**src/rtl/votingmachine_pkg.sv**
```systemverilog
// Shared definitions for the parametrised voting machine.
//   - press_state_e : press-qualification FSM states
//   - DEF_*         : default parameter values
//   - onehot_check  : classifies a button pattern as one-hot (valid) and
//                     returns the index of the pressed button
package votingmachine_pkg;

  typedef enum logic [1:0] {
    IDLE     = 2'd0,
    QUAL     = 2'd1,
    REJECT   = 2'd2,
    WAIT_REL = 2'd3
  } press_state_e;

  localparam int DEF_NUM_CAND     = 4;
  localparam int DEF_CNT_W        = 8;
  localparam int DEF_PRESS_CYCLES = 2;

  // Widest button vector the helper handles; callers zero-extend into it.
  localparam int MAX_CAND = 16;

  typedef struct packed {
    logic       valid;  // exactly one bit set
    logic [3:0] idx;    // index of the set bit (meaningful only when valid)
  } onehot_t;

  function automatic onehot_t onehot_check(input logic [MAX_CAND-1:0] pat);
    onehot_t res;
    int      n_set;
    res   = '0;
    n_set = 0;
    for (int i = 0; i < MAX_CAND; i++) begin
      if (pat[i]) begin
        n_set++;
        res.idx = 4'(i);
      end
    end
    res.valid = (n_set == 1);
    return res;
  endfunction

endpackage

```
**src/rtl/vm_press_qualifier.sv**
```systemverilog
// Press qualification FSM for the voting machine.
// A one-hot button pattern must be held stable PRESS_CYCLES consecutive
// cycles to qualify; each press qualifies at most once, multi-hot presses
// are rejected, and a mode toggle during qualification aborts the press.
// Ports:
//   clk, rst_n   : clock, asynchronous active-low reset
//   i_mode       : 0 = voting, 1 = display
//   i_button     : level-sensitive candidate buttons
//   o_qual       : one-cycle pulse, a press has qualified
//   o_qual_mode  : mode the press qualified in (valid with o_qual)
//   o_qual_idx   : candidate index of the qualified press
//   o_err        : one-cycle pulse, a multi-hot press was rejected
module vm_press_qualifier
  import votingmachine_pkg::*;
#(
  parameter int NUM_CAND     = DEF_NUM_CAND,
  parameter int PRESS_CYCLES = DEF_PRESS_CYCLES,
  parameter int IDX_W        = $clog2(NUM_CAND)
) (
  input  logic                clk,
  input  logic                rst_n,
  input  logic                i_mode,
  input  logic [NUM_CAND-1:0] i_button,
  output logic                o_qual,
  output logic                o_qual_mode,
  output logic [IDX_W-1:0]    o_qual_idx,
  output logic                o_err
);

  localparam int HOLD_W = $clog2(PRESS_CYCLES + 1);

  press_state_e        r_state,    w_state_nx;
  logic [HOLD_W-1:0]   r_hold,     w_hold_nx;
  logic [NUM_CAND-1:0] r_pat,      w_pat_nx;
  logic                r_mode_lat, w_mode_nx;
  logic                r_armed;
  logic                r_qual,     w_fire;
  logic                r_qual_mode;
  logic [IDX_W-1:0]    r_qual_idx;

  logic [MAX_CAND-1:0] w_btn_ext;
  onehot_t             w_oh;
  logic [IDX_W-1:0]    w_oh_idx;

  assign w_btn_ext = MAX_CAND'(i_button);
  assign w_oh      = onehot_check(w_btn_ext);
  assign w_oh_idx  = IDX_W'(w_oh.idx);

  // NOTE: every variable gets a default at the top of the block so no path
  // leaves it unassigned; that is what keeps this combinational block from
  // inferring latches.
  always_comb begin
    w_state_nx = r_state;
    w_hold_nx  = r_hold;
    w_pat_nx   = r_pat;
    w_mode_nx  = r_mode_lat;
    w_fire     = 1'b0;
    unique case (r_state)
      IDLE: begin
        // r_armed blocks a button that was already down when reset released.
        if (r_armed && (i_button != '0)) begin
          if (w_oh.valid) begin
            w_pat_nx  = i_button;
            w_mode_nx = i_mode;
            if (PRESS_CYCLES == 1) begin
              w_fire     = 1'b1;
              w_hold_nx  = '0;
              w_state_nx = WAIT_REL;
            end else begin
              w_hold_nx  = HOLD_W'(1);
              w_state_nx = QUAL;
            end
          end else begin
            w_state_nx = REJECT;
          end
        end
      end
      QUAL: begin
        // Mode is looked at before the button so a toggle always aborts.
        if (i_mode != r_mode_lat) begin
          w_hold_nx  = '0;
          w_state_nx = WAIT_REL;
        end else if (i_button == '0) begin
          w_hold_nx  = '0;
          w_state_nx = IDLE;
        end else if (!w_oh.valid) begin
          w_hold_nx  = '0;
          w_state_nx = REJECT;
        end else if (i_button != r_pat) begin
          w_pat_nx  = i_button;
          w_hold_nx = HOLD_W'(1);
        end else if (r_hold == HOLD_W'(PRESS_CYCLES - 1)) begin
          w_fire     = 1'b1;
          w_hold_nx  = '0;
          w_state_nx = WAIT_REL;
        end else begin
          w_hold_nx = r_hold + HOLD_W'(1);
        end
      end
      REJECT:   w_state_nx = WAIT_REL;
      WAIT_REL: if (i_button == '0) w_state_nx = IDLE;
      default:  w_state_nx = IDLE;
    endcase
  end

  // NOTE: state registers use non-blocking assignments so every flop samples
  // the pre-edge values, independent of statement order.
  always_ff @(posedge clk or negedge rst_n) begin
    if (!rst_n) begin
      r_state     <= IDLE;
      r_hold      <= '0;
      r_pat       <= '0;
      r_mode_lat  <= 1'b0;
      r_armed     <= 1'b0;
      r_qual      <= 1'b0;
      r_qual_mode <= 1'b0;
      r_qual_idx  <= '0;
    end else begin
      r_state    <= w_state_nx;
      r_hold     <= w_hold_nx;
      r_pat      <= w_pat_nx;
      r_mode_lat <= w_mode_nx;
      if (i_button == '0) r_armed <= 1'b1;
      r_qual     <= w_fire;
      if (w_fire) begin
        r_qual_mode <= i_mode;
        r_qual_idx  <= w_oh_idx;
      end
    end
  end

  assign o_qual      = r_qual;
  assign o_qual_mode = r_qual_mode;
  assign o_qual_idx  = r_qual_idx;
  // REJECT lasts exactly one cycle, so the state decode is the error pulse.
  assign o_err       = (r_state == REJECT);

endmodule

```
**src/rtl/votingmachine_multi.sv**
```systemverilog
// Parametrised voting machine: NUM_CAND candidates, saturating CNT_W-bit
// tallies, qualified presses, registered winner/tie/total and a display mode.
// Ports:
//   clk, reset    : clock, asynchronous active-low reset
//   mode          : 0 = voting, 1 = display
//   button        : candidate buttons (bit i = candidate i)
//   led           : tally of the selected candidate in display mode, else 0
//   vote_ack      : one-cycle pulse per recorded vote (also when saturated)
//   vote_err      : one-cycle pulse per rejected multi-hot press
//   winner        : lowest index holding the maximum tally
//   winner_valid  : total > 0
//   tie           : maximum shared by two or more candidates (total > 0)
//   total         : sum of all tallies
module votingmachine_multi
  import votingmachine_pkg::*;
#(
  parameter int NUM_CAND     = DEF_NUM_CAND,
  parameter int CNT_W        = DEF_CNT_W,
  parameter int PRESS_CYCLES = DEF_PRESS_CYCLES
) (
  input  logic                                clk,
  input  logic                                reset,
  input  logic                                mode,
  input  logic [NUM_CAND-1:0]                 button,
  output logic [CNT_W-1:0]                    led,
  output logic                                vote_ack,
  output logic                                vote_err,
  output logic [$clog2(NUM_CAND)-1:0]         winner,
  output logic                                winner_valid,
  output logic                                tie,
  output logic [CNT_W+$clog2(NUM_CAND)-1:0]   total
);

  localparam int IDX_W = $clog2(NUM_CAND);
  localparam int TOT_W = CNT_W + IDX_W;
  localparam logic [CNT_W-1:0] CNT_MAX = '1;

  logic             w_qual, w_qual_mode, w_err;
  logic [IDX_W-1:0] w_qual_idx;

  vm_press_qualifier #(
    .NUM_CAND    (NUM_CAND),
    .PRESS_CYCLES(PRESS_CYCLES),
    .IDX_W       (IDX_W)
  ) u_press (
    .clk        (clk),
    .rst_n      (reset),
    .i_mode     (mode),
    .i_button   (button),
    .o_qual     (w_qual),
    .o_qual_mode(w_qual_mode),
    .o_qual_idx (w_qual_idx),
    .o_err      (w_err)
  );

  logic [CNT_W-1:0] r_tally [NUM_CAND];
  logic [IDX_W-1:0] r_sel;
  logic [CNT_W-1:0] r_led;
  logic             r_vote_ack;

  // NOTE: the tally array is reset explicitly, element by element; it holds
  // live results, so it must be flops cleared by reset rather than a RAM.
  always_ff @(posedge clk or negedge reset) begin
    if (!reset) begin
      for (int i = 0; i < NUM_CAND; i++) r_tally[i] <= '0;
      r_sel      <= '0;
      r_led      <= '0;
      r_vote_ack <= 1'b0;
    end else begin
      r_vote_ack <= w_qual && !w_qual_mode;
      if (w_qual && !w_qual_mode && (r_tally[w_qual_idx] != CNT_MAX))
        r_tally[w_qual_idx] <= r_tally[w_qual_idx] + CNT_W'(1);
      if (w_qual && w_qual_mode)
        r_sel <= w_qual_idx;
      r_led <= mode ? r_tally[r_sel] : '0;
    end
  end

  // Max / lowest-index winner / tie count / sum over the current tallies.
  logic [CNT_W-1:0] w_max;
  logic [IDX_W-1:0] w_win;
  logic [TOT_W-1:0] w_sum;
  int               w_n_max;

  always_comb begin
    w_max   = '0;
    w_win   = '0;
    w_sum   = '0;
    w_n_max = 0;
    for (int i = 0; i < NUM_CAND; i++) begin
      w_sum = w_sum + TOT_W'(r_tally[i]);
      // Strict '>' keeps the lowest index when the maximum is shared.
      if (r_tally[i] > w_max) begin
        w_max = r_tally[i];
        w_win = IDX_W'(i);
      end
    end
    for (int i = 0; i < NUM_CAND; i++) begin
      if (r_tally[i] == w_max) w_n_max++;
    end
  end

  logic [IDX_W-1:0] r_winner;
  logic             r_winner_valid, r_tie;
  logic [TOT_W-1:0] r_total;

  always_ff @(posedge clk or negedge reset) begin
    if (!reset) begin
      r_winner       <= '0;
      r_winner_valid <= 1'b0;
      r_tie          <= 1'b0;
      r_total        <= '0;
    end else begin
      r_winner       <= w_win;
      r_winner_valid <= (w_sum != '0);
      r_tie          <= (w_sum != '0) && (w_n_max > 1);
      r_total        <= w_sum;
    end
  end

  assign led          = r_led;
  assign vote_ack     = r_vote_ack;
  assign vote_err     = w_err;
  assign winner       = r_winner;
  assign winner_valid = r_winner_valid;
  assign tie          = r_tie;
  assign total        = r_total;

endmodule

```
**config.mk**
```make
export PLATFORM = sky130hd
export DESIGN_NAME = votingmachine_multi
export DESIGN_NICKNAME = d
export VERILOG_FILES = /design/src/rtl/votingmachine_pkg.sv /design/src/rtl/vm_press_qualifier.sv /design/src/rtl/votingmachine_multi.sv
export SDC_FILE = /design/constraint.sdc
export NUM_CORES = 1
export LEC_CHECK = 0
export ABC_AREA = 0
export BUFFER_PORTS_ARGS = -buffer_cell sky130_fd_sc_hd__buf_4
export CORE_ASPECT_RATIO = 0.7
export CORE_MARGIN = 2
export CORE_UTILIZATION = 65
export DETAILED_ROUTE_END_ITERATION = 16
export PLACE_DENSITY_LB_ADDON = 0.05
export SLEW_MARGIN = 20
export SYNTH_ARGS = -nofsm -noshare
export SYNTH_HDL_FRONTEND = slang
export SYNTH_SLANG_ARGS = --single-unit
```
**constraint.sdc**
```tcl
create_clock -name clk -period 18.3 [get_ports clk]
set_input_delay 0 -clock clk [delete_from_list [all_inputs] [get_ports clk]]
set_output_delay 0 -clock clk [all_outputs]
set_load 0.01 [all_outputs]
```
Word-level counts from Yosys, hierarchy flattened
Cells that the tools add are included.
- flip-flop bits (word level): 71
- output and inout port bits: 24
- add/sub/neg operators: 11
- order comparisons: 8
- equality and inequality tests: 21
- muxes and demuxes: 58
- bitwise gates (word level): 2
- reductions and logical operators: 16
- operators with widths (cell ; count):
    $mux 32 ; 6
    $add 32x2->32 const B ; 5
    $mux 8 ; 10
    $mux 2 ; 19
    $bmux 8 s2 ; 2
    $bwmux 32 ; 1
    $eq 32x2->1 const B ; 1
    $eq 8x8->1 ; 4
    $gt 32x2->1 const B ; 1
    $gt 8x8->1 ; 3
    $mux 4 ; 6
    $demux 8 s2 ; 1
    $add 10x8->10 ; 1
    $add 9x8->10 ; 1
    $mux 1 ; 10
    $ne 2x1->1 const B ; 5
    $ne 5x5->1 const B ; 2
    $reduce_bool 10->1 ; 1
    $add 8x8->9 ; 1
    $add 8x1->8 const B ; 1
    $gt 8x1->1 const B ; 1
    $ne 8x8->1 const B ; 1
    $pmux 2 s4 ; 1
    $pmux 4 s2 ; 1
    other kinds (20) ; 31

Depth between registers and ports, before layout
Gate-level depths: netlist of the first run.
- depth after elaboration: 18
- mapped depth: 34
- gate-level depth less buffers: 30

Cells and area by module
Synthesis of the first run repeated with hierarchy kept, for this count alone.
- cell total of the unflattened synthesis: 630
- area total of the unflattened synthesis: 6027.0 µm²
- by module, submodules not included (module ; times used ; cells each ; area each (µm²)):
    votingmachine_multi ; 1 ; 545 ; 5117.4
    vm_press_qualifier ; 1 ; 85 ; 909.6

Worst setup path after synthesis of the first run
Ideal clock, no wire load.
- path kind: register -> register
- start: register r_tally[25] (netlist bit)
- end: register r_tie (netlist: tie)
- setup time: 87 ps
- data arrival time: 6203 ps
- path slack: 12010 ps
- cell stages (with the launch flop): 31
- path buffers: 3
- clock period less this slack: 6290 ps
- cell sequence: dfrtp_1 -> clkbuf_1 -> inv_1 -> ha_1 -> nor2b_4 -> o211a_4 -> o21a_4 -> nor3_1 -> nor2_1 -> ha_1 -> nand4_1 -> a21o_1 -> a21o_1 -> buf_6 -> buf_4 -> a31oi_1 -> inv_1 -> ha_1 -> nor2b_1 -> o211ai_2 -> a21oi_1 -> o21ai_2 -> nor2_1 -> or3_4 -> a2111oi_4 -> nand4_2 -> inv_1 -> ha_1 -> a221oi_1 -> o21ai_1 -> o211ai_1
- longest elaborated chain between the ends: 18
- elaborated cells on any way between the ends: 25
- classes of those cells: add/sub: 6; order compare: 5; eq/ne: 4; mux: 8; reduce/logical: 2
- ends and longest elaborated chain (element ; line ; RTL):
    start: declaration ; votingmachine_multi.sv:56 ; logic [CNT_W-1:0] r_tally [NUM_CAND];
    start signal: indexed assignment ; votingmachine_multi.sv:72 ; r_tally[w_qual_idx] <= r_tally[w_qual_idx] + CNT_W'(1);
    $gt 8x1->1 ; votingmachine_multi.sv:93 ; if (r_tally[i] > w_max) begin
    $mux 8 ; votingmachine_multi.sv:93 ;
    $gt 8x8->1 ; votingmachine_multi.sv:93 ;
    $mux 8 ; votingmachine_multi.sv:93 ;
    $gt 8x8->1 ; votingmachine_multi.sv:93 ;
    $mux 8 ; votingmachine_multi.sv:93 ;
    $gt 8x8->1 ; votingmachine_multi.sv:93 ;
    $mux 8 ; votingmachine_multi.sv:93 ;
    (+2 left out) ; -- ;
    $add 32x2->32 ; votingmachine_multi.sv:99 ; if (r_tally[i] == w_max) w_n_max++;
    $mux 32 ; votingmachine_multi.sv:99 ;
    $add 32x2->32 ; votingmachine_multi.sv:99 ;
    $mux 32 ; votingmachine_multi.sv:99 ;
    $add 32x2->32 ; votingmachine_multi.sv:99 ;
    $mux 32 ; votingmachine_multi.sv:99 ;
    $gt 32x2->1 ; votingmachine_multi.sv:116 ; r_tie <= (w_sum != '0) && (w_n_max > 1);
    $logic_and 1x1->1 (*) ; votingmachine_multi.sv:116 ;
    end signal: assignment ; votingmachine_multi.sv:116 ;
    end: declaration ; votingmachine_multi.sv:104 ; logic r_winner_valid, r_tie;
Every way passes the cells marked *; elsewhere a longest branch is shown, timed or not.
A chain may end at the register's enable or synchronous reset.

Final worst setup path of the first run
Ends and elaborated chain as after synthesis.

==> impl_metrics.json, run 1 <==
{
  "ctsLongestPathBuffers": 2,
  "vias": 5134,
  "ir_drop_uv": 88.14,
  "post_cts_buffers": 0,
  "holdWs_ps": 12.03,
  "syn_area_per_cell_um2": 9.651,
  "yosysMostFrequentCell": "dfrtp_1",
  "initial_utilization": 0.6660,
  "fin_nets": 695,
  "grt_max_degree": 72,
  "synthMuxAreaShare": 0.1088,
  "grt_pass1_vias": 4946,
  "crit_arrival_ps": 8300,
  "gr-total-overflow": 0,
  "syn_nets": 683,
  "relSlewSlack": 0.2829,
  "dp_hpwl_um": 12050,
  "tns_ps": 0,
  "cts.reportedPaths.clkPinSlew_ps": 60,
  "synth_area_leaders": "dfrtp_1 30%, ha_1 8.1%, mux4_2 6.0%",
  "final_max_slew_viol_count": 0,
  "async_reset_ff_frac": 1.000,
  "min_period_ps": 8035,
  "synthAdderAreaFrac": 0.1349,
  "rsz0062_at_grt": "false",
  "ctsResizeCount": 0,
  "worst_pin_slew_ps": 1076,
  "synth.distinct_cells": 79,
  "fin_util": 0.7322,
  "io_pins": 31,
  "setup_viol": 0,
  "fp.dieArea_um2": 10020,
  "routabilityCongestion": 0.9558,
  "cp.required_ps": 18560,
  "die_y_um": 84.34,
  "hold_viol_final": 0,
  "antenna_found_initial": 0,
  "n_fill_cell": 654,
  "first_pass_iters": 6,
  "synth_compound_area_frac": 0.1814,
  "hold_class": "input port to flop",
  "synth_area_leader_cell": "dfrtp_1",
  "synth_xor_area_frac": 0.05261,
  "yosys.area_share.simple": 0.1743,
  "port_buffers": 30,
  "multi_input_area_um2": 3915,
  "drive_gt1_frac": 0.1881,
  "core_area_um2": 8999,
  "regArea_um2": 1777,
  "cts_tree": "built",
  "clock.fmax_mhz": 124.5,
  "ys_seq_area_frac": 0.2965,
  "cp-end-kind": "flop",
  "diodes": 0,
  "drt-wirelength-per-cell_um": 21.89,
  "synth_edf_count": 0,
  "rows": 29,
  "postRouteWirelength_um": 16680,
  "grtUsageTotal": 0.3490,
  "critPathMaxFanout": 38,
  "cap_violations": 0,
  "cts_root_buf": "clkbuf_16",
  "syn_to_final_growth_pct": 9.937,
  "drcViolationCount": 0,
  "netlist_area_um2": 5993,
  "yosys_most_used_dff": "dfrtp_1",
  "synth_common_cells": "71 x dfrtp_1, 49 x nand2_1, 40 x inv_1",
  "synth_top_area_frac": 0.2965,
  "holdBufCountCts": 3,
  "vias_per_cell": 6.738,
  "cts_sinks": 71,
  "drt-initial-drc-count": 615,
  "power_density_nw_per_um2": 112.7,
  "ant_nets": 0,
  "status": "complete, no violations",
  "synth_top_family_by_area": "compound AO/OA/AOI/OAI gates",
  "htreeDepth": 3,
  "die_x_um": 118.8,
  "yosysWarnings": 0,
  "finalCritPeriodShare": 0.4391,
  "ys_seq_elements": 71,
  "skew_ps": 6.938,
  "power_leakage_uw": 0.003100,
  "start_kind": "flop",
  "timing_worst_setup_path_type": "flop to flop",
  "insertion_delay_ps": 340,
  "grt_pass1_wl_um": 26810,
  "cts_buffers": 9,
  "synth_cells": 621
}
## cell type report
type	instances	area share
Clock buffer	10	0.03475
Clock inverter	6	0.01405
Inverter	40	0.02279
Multi-Input combinational cell	476	0.5942
Sequential cell	71	0.2697
Tap cell	124	0.02355
Timing Repair Buffer	35	0.04102
## power breakdown
| group | internal [uW] | leakage, uW | switching (uW) |
|---|---|---|---|
| logic | 142 | 0.00198 | 225 |
| registers | 169 | 0.000971 | 13.2 |
| clock network | 120 | 0.000150 | 73.1 |
| total | 431 | 0.00310 | 311 |
## final timing paths
path	startpoint	end	slack, ps	cells past startpoint
max reg2reg	r_tally[25]	tie	10270	27
max	r_tally[25]	tie	10270	27
min	button[2]	u_press.r_pat[2]	10	3
min reg2reg	u_press.o_qual_mode	vote_ack	480	1
min in group asynchronous	reset	tie	350	2
max in group asynchronous	reset	r_tally[3]	17360	2
## per-stage QoR
stage                     area (um2)  power (uW)  worst slack (ps)  cells
after global routing            6589       780.6              9892    762
after floorplan                 5993       461.2             12010    621
final                           6589       742.7             10270    762
after CTS                       6581       731.5             10140    762
after global placement          6230       515.0             10540    743
after detailed placement        6230       537.6             10220    743
## flip-flops by register name, indices dropped and copies added (netlist names)
signal               flops
r_tally                 32
total                   10
led                      8
u_press.r_pat            4
r_sel                    2
u_press.o_qual_idx       2
u_press.r_hold           2
u_press.r_state          2
winner                   2
tie                      1
u_press.o_qual           1
u_press.o_qual_mode      1
u_press.r_armed          1
u_press.r_mode_lat       1
vote_ack                 1
winner_valid             1
## cell families after synthesis
family | count (synthesis)
and+or+nand+nor | 194
AOI/OAI and AO/OA | 151
buffers and inverters | 74
DFF | 71
adders and majority gates | 55
muxes | 40
xor gates and xnor gates | 36
## cell usage in the layout (no fill, tap or decap), types with 10 or more instances in the layout
master,synthesis,final
a211oi_1,13,13
a21oi_1,29,29
a31oi_1,11,11
and2_1,15,15
buf_4,3,32
dfrtp_1,71,71
fa_1,16,16
ha_1,39,39
inv_1,40,40
mux2_2,21,21
mux4_2,16,16
nand2_1,49,49
nand3_1,16,16
nor2_1,39,39
nor4_1,11,10
o21ai_0,32,32
xnor2_1,22,22
xor2_1,14,14
## critical path, cell delays in order, from the launching register on
cell and delay [ps]:
dfrtp_1 560, inv_1 160, ha_1 330, nor2b_4 140
o211a_4 240, o21a_4 250, nor3_1 510, nor2_1 170
ha_1 400, nand4_1 240, nor2_2 310, a21o_2 610
nor2_1 90, a21o_1 210, ha_1 320, a21oi_1 340
a21oi_1 220, o21ai_2 700, buf_4 340, a31oi_1 150
o211a_1 210, nor4_1 350, nand4_2 210, inv_1 100
ha_1 270, a221oi_1 290, o21ai_1 110, o211ai_1 90
## metal layers
metal / share of wire / GRT usage / vias to the layer above / routed length [um]
li1: - / - / 2301 / -
met1: 0.43 / 0.5231 / 2442 / 7129
met2: 0.43 / 0.5010 / 341 / 7137
met3: 0.12 / 0.08832 / 50 / 1974
met4: 0.026 / 0.1039 / 0 / 437
met5: 0 / 0 / - / 0
(Power assumes the default switching activity.)
==> inputs of run 2 (changes only) <==
--- a/config.mk
+++ b/config.mk
@@ -5,11 +5,11 @@
 export SDC_FILE = /design/constraint.sdc
 export NUM_CORES = 1
 export LEC_CHECK = 0
-export ABC_AREA = 0
+export ABC_AREA = 1
 export BUFFER_PORTS_ARGS = -buffer_cell sky130_fd_sc_hd__buf_4
 export CORE_ASPECT_RATIO = 0.7
 export CORE_MARGIN = 2
-export CORE_UTILIZATION = 65
+export CORE_UTILIZATION = 57
 export DETAILED_ROUTE_END_ITERATION = 16
 export PLACE_DENSITY_LB_ADDON = 0.05
 export SLEW_MARGIN = 20
==> constraint.sdc (replaced) <==
create_clock -name clk -period 7 [get_ports clk]
set_input_delay 0 -clock clk [delete_from_list [all_inputs] [get_ports clk]]
set_output_delay 0 -clock clk [all_outputs]
set_load 0.01 [all_outputs]
==> run 2 against run 1 <==
  * Non-clock buffer count down 1
  * Utilization down 9.4 points
  * Global-route usage down 1.3 points
  * Setup slack worse by 9900 ps
  * Largest cell class unchanged
==> impl_metrics.json, run 2 <==
{
  "status": "complete, no violations",
  "initial_utilization": 0.5794,
  "holdBufCountCts": 3,
  "skew_ps": 19.39,
  "crit_family": "simple AND/OR/NAND/NOR gates",
  "cts_root_buf": "clkbuf_16",
  "timing_worst_setup_path_type": "flop to flop",
  "rows": 31,
  "synth_area_leader_cell": "dfrtp_1",
  "die_y_um": 89.20,
  "drcViolationCount": 0,
  "synth_common_cells": "212 x nand2_1, 76 x inv_1, 71 x dfrtp_1",
  "critPathMaxStageDelay_ps": 610,
  "synth.distinct_cells": 46,
  "cts_sinks": 71,
  "grt_pass1_wl_um": 28310,
  "grtUsageTotal": 0.3356,
  "tns_ps": 0,
  "yosysMostFrequentCell": "nand2_1",
  "relSlewSlack": 0.3856,
  "dpl.cell_count": 925,
  "cts_buffers": 9,
  "layout_common_cells": "212 x nand2_1, 76 x inv_1, 71 x dfrtp_1",
  "cp.required_ps": 7250,
  "drt-initial-drc-count": 604,
  "synth_cells": 777,
  "fp.dieArea_um2": 11210,
  "fin_nets": 869,
  "grt_pass1_vias": 5339,
  "drive_gt1_frac": 0.1430,
  "critPathMaxFanout": 15,
  "min_period_ps": 6588,
  "cts_tree": "built",
  "ys_seq_elements": 71,
  "die_x_um": 125.7,
  "syn_area_per_cell_um2": 7.607,
  "syn_to_final_growth_pct": 10.18,
  "worst_pin_slew_ps": 921.6,
  "synth_area_leaders": "dfrtp_1 30%, nand2_1 13%, ha_1 8.3%",
  "setup_viol": 0,
  "first_pass_iters": 5,
  "htreeDepth": 3,
  "insertion_delay_ps": 350,
  "dp_hpwl_um": 13780,
  "finalCritPeriodShare": 0.9412,
  "syn_nets": 839,
  "cp-end-kind": "flop",
  "gr-total-overflow": 0,
  "crit_path_frequent_cell": "nand2_1",
  "vias": 5655,
  "mostFrequentLayoutCell": "nand2_1",
  "final_max_slew_viol_count": 0,
  "instances_no_fill": 944,
  "yosysWarnings": 0,
  "netlist_area_um2": 5911,
  "clock.fmax_mhz": 151.8,
  "largest_reg_flops": 32,
  "crit_arrival_ps": 6840,
  "ant_nets": 0,
  "hold_viol_final": 0,
  "cap_violations": 0,
  "postRouteWirelength_um": 17980,
  "core_area_um2": 10200,
  "port_buffers": 30,
  "start_kind": "flop",
  "drt-wirelength-per-cell_um": 19.05,
  "cts.reportedPaths.clkPinSlew_ps": 80,
  "synth_top_area_frac": 0.3006,
  "hold_class": "input port to flop",
  "cp_num_buf_inv": 5,
  "post_cts_buffers": 0,
  "async_reset_ff_frac": 1.000,
  "rsz0062_at_grt": "false",
  "grt_max_degree": 72,
  "antenna_found_initial": 0,
  "ctsLongestPathBuffers": 2,
  "vias_per_cell": 5.990,
  "ys_seq_area_frac": 0.3006,
  "ctsResizeCount": 0,
  "io_pins": 31,
  "crit_slowest_cell": "dfrtp_1",
  "top_register": "r_tally",
  "yosys_most_used_dff": "dfrtp_1",
  "routabilityCongestion": 1.127,
  "synth_edf_count": 0
}
run 2: cell types whose count changed after synthesis, sizes merged, moves of 14 or more:
cell,change
nand2,+186
nand3,+63
inv,+45
mux2,-21
clkbuf,-20
a21oi,+19
xnor2,-18
mux4,-16
a211oi,-14
o21ai,+14
run 2: worst min-delay path, delay by kind of cell:
kind	cells	cell delay, ps
buffers and inverters	1	120
AO/OA/AOI/OAI	2	210
run 2: metrics by stage:
stage	worst slack (ps)	hold slack (ps)	utilization	cell area, um2
3_3_place_gp	898.3	176.7	0.6063	6185
5_1_grt	6.112	39.65	0.6382	6510
2_1_floorplan	2008	-295.6	-	5911
4_1_cts	547.9	4.876	0.6382	6510
3_5_place_dp	601.7	185.3	0.6063	6185
6_report	411.7	25.73	0.6384	6513
run 2: layout make-up:
class,count,area (um2)
sequential,71,1777
tap,132,165.2
fill,885,3689
clock inverter,6,70.07
timing repair buffer,34,262.8
inverter,87,329.1
antenna,1,2.502
multi-input combinational,604,3681
clock buffer,9,225.2
run 2: final timing paths:
| path | depth (start not counted) | slack, ps | start | end |
|---|---|---|---|---|
| worst max-delay path | 39 | 410 | r_tally[31] | tie |
| worst min-delay path | 3 | 30 | button[3] | u_press.o_qual_idx[0] |
| worst max register to register | 39 | 410 | r_tally[31] | tie |
| worst min register to register | 2 | 510 | u_press.r_pat[2] | u_press.r_pat[2] |
| max in group asynchronous | 2 | 6060 | reset | led[0] |
| min in group asynchronous | 2 | 310 | reset | u_press.r_state[0] |
run 2: cells by family after synthesis:
logic type | Yosys count | synth area share
buf+inv | 102 | 0.07663
xor+xnor | 26 | 0.03853
simple gates | 389 | 0.3146
fa+ha+maj | 55 | 0.1367
mux | 3 | 0.005081
flops | 71 | 0.3006
compound gates | 131 | 0.1279
run 2: metal layers:
layer / global-route usage / wire length [um] / up-vias
met1: 0.4873 / 8230 / 2664
met5: 0 / 0 / -
li1: - / - / 2622
met2: 0.4703 / 7085 / 321
met4: 0.1505 / 630 / 0
met3: 0.08917 / 2038 / 48
Power of run 2 is left out: the tool's default activity adds up to more than one toggle a clock period on the data nets, which glitch-free logic cannot reach.
==> inputs of run 3 (changes only) <==
--- a/config.mk
+++ b/config.mk
@@ -5,7 +5,7 @@
 export SDC_FILE = /design/constraint.sdc
 export NUM_CORES = 1
 export LEC_CHECK = 0
-export ABC_AREA = 1
+export ABC_AREA = 0
 export BUFFER_PORTS_ARGS = -buffer_cell sky130_fd_sc_hd__buf_4
 export CORE_ASPECT_RATIO = 0.7
 export CORE_MARGIN = 2
==> run 3 against run 2 <==
  * The flow now finishes with violations (hold timing)
  * Cell count is 15% lower
  * Utilization is 3.1 points higher
  * Critical path depth is 11 lower
  * Design area is 5.7% higher
  * Sequential share of layout area is 1.5 points lower
  * Die area is 1.3% higher
  * Critical endpoint unchanged
  * Highest routed layer unchanged
==> impl_metrics.json, run 3 (same netlist as run 1, synthesis figures left out) <==
{
  "fp.dieArea_um2": 11360,
  "grt_pass1_vias": 4842,
  "cts_sinks": 71,
  "routabilityCongestion": 1.015,
  "port_buffers": 30,
  "ir_drop_uv": 157.7,
  "setup_viol": 0,
  "grt_max_degree": 72,
  "rsz0062_at_grt": "false",
  "timing_worst_setup_path_type": "flop to flop",
  "final_max_slew_viol_count": 0,
  "met2_usage": 0.4372,
  "relSlewSlack": 0.3260,
  "setup_ws_ps": 362.3,
  "critPathMaxStageDelay_ps": 400,
  "first_pass_iters": 7,
  "drive_gt1_frac": 0.2310,
  "antenna_found_initial": 0,
  "crit_path_frequent_cell": "ha_1",
  "dp_slack_ps": 296.4,
  "drcViolationCount": 0,
  "io_pins": 31,
  "fin_total_pwr_uw": 2005,
  "holdWs_ps": -2.083,
  "dp_hpwl_um": 13150,
  "ctsLongestPathBuffers": 2,
  "hold_viol_final": 1,
  "drt-wirelength-per-cell_um": 21.91,
  "hold_class": "input port to flop",
  "gr-total-overflow": 0,
  "layout_common_cells": "71 x dfrtp_1, 64 x buf_4, 49 x nand2_1",
  "skew_ps": 7.390,
  "critPathMaxFanout": 15,
  "status": "finished, violations left",
  "initial_utilization": 0.5831,
  "clock.fmax_mhz": 150.7,
  "power_leakage_uw": 0.003282,
  "grt_use_met3": 0.07560,
  "grtUsageTotal": 0.3236,
  "grt_pass1_wl_um": 28250,
  "postRouteWirelength_um": 17590,
  "crit_family": "compound AO/OA/AOI/OAI gates",
  "cts_root_buf": "clkbuf_16",
  "tns_ps": 0,
  "cp.required_ps": 7260,
  "cap_violations": 0,
  "cts_buffers": 9,
  "ant_nets": 0,
  "cp-end-kind": "flop",
  "top_register": "r_tally",
  "syn_to_final_growth_pct": 14.89,
  "worst_pin_slew_ps": 1007,
  "insertion_delay_ps": 340,
  "htreeDepth": 3,
  "die_x_um": 126.6,
  "met1_usage": 0.5242,
  "start_kind": "flop",
  "cts_tree": "built",
  "mostFrequentLayoutCell": "dfrtp_1",
  "busiest_layer": "met1",
  "power_density_nw_per_um2": 291.2,
  "diodes": 0,
  "min_period_ps": 6638,
  "vias_per_cell": 6.402,
  "core_area_um2": 10280,
  "rows": 31,
  "cp_num_buf_inv": 4,
  "die_y_um": 89.79,
  "finalCritPeriodShare": 0.9482,
  "vias": 5141,
  "crit_arrival_ps": 6900,
  "post_cts_buffers": 0,
  "violations": "hold timing",
  "n_fill_cell": 821,
  "cts.reportedPaths.clkPinSlew_ps": 70,
  "fin_nets": 728,
  "drt-initial-drc-count": 616,
  "crit_slowest_cell": "a2111oi_4",
  "largest_reg_flops": 32
}
## run 3: changes by cell type in the layout (fill, tap and decap cells not counted), moves of 13 or more
| cell | delta |
|---|---|
| inv_1 | -36 |
| mux4_2 | +16 |
| o21ai_1 | -21 |
| nand3_1 | -49 |
| xnor2_1 | +18 |
| nand2_1 | -163 |
| a211oi_1 | +13 |
| buf_4 | +33 |
| a21oi_1 | -19 |
| nand2_2 | -20 |
| mux2_2 | +21 |
| nand3_2 | -13 |
## run 3: timing repair
action | 4_1_cts | 5_1_grt
resized for setup | 0 | 7
hold buffers | 4 | 0
endpoints found under the setup margin | 0 | 1
endpoints found under the hold margin | 83 | 0
## run 3: final timing paths
kind,from,to,slack (ps),depth (start not counted)
max,r_tally[30],tie,360,28
min,button[1],u_press.o_qual_idx[0],-2,3
max reg2reg,r_tally[30],tie,360,28
min reg2reg,u_press.r_pat[1],u_press.r_pat[1],510,2
max in group asynchronous,reset,r_tally[1],6050,2
min in group asynchronous,reset,tie,330,2
## run 3: final cells by class
cell class              instances  area (um2)  share of cell area
well taps                     132       165.2             0.02399
clock buffers                  10       239.0             0.03471
inverters                      40       150.1             0.02181
clock inverters                 6       92.59             0.01345
multi-input cells             476        3941              0.5724
repair buffers                 68       520.5             0.07560
flip-flops and latches         71        1777              0.2580
## run 3: where the power goes
part           switching [uW]  internal (uW)
Combinational             602            413
Sequential               30.7            441
Clock                     194            324
Total                     826           1180
## run 3: metal layers
layer	routed length, um	vias up
li1	-	2360
met1	8496	2515
met2	7154	245
met3	1691	21
met4	250	0
met5	0	-
## run 3: tightest hold or removal path: stages
cell and delay [ps]:
buf_4 110, a21oi_1 60, a21oi_1 130
## run 3: through the flow
step	hold slack, ps	instance area (um2)	util	cells
6_report	-2.083	6885	0.6699	803
2_1_floorplan	-295.6	5993	-	621
3_5_place_dp	179.1	6480	0.6304	783
5_1_grt	50.34	6885	0.6699	803
3_3_place_gp	177.3	6480	0.6304	783
4_1_cts	1.420	6852	0.6666	803
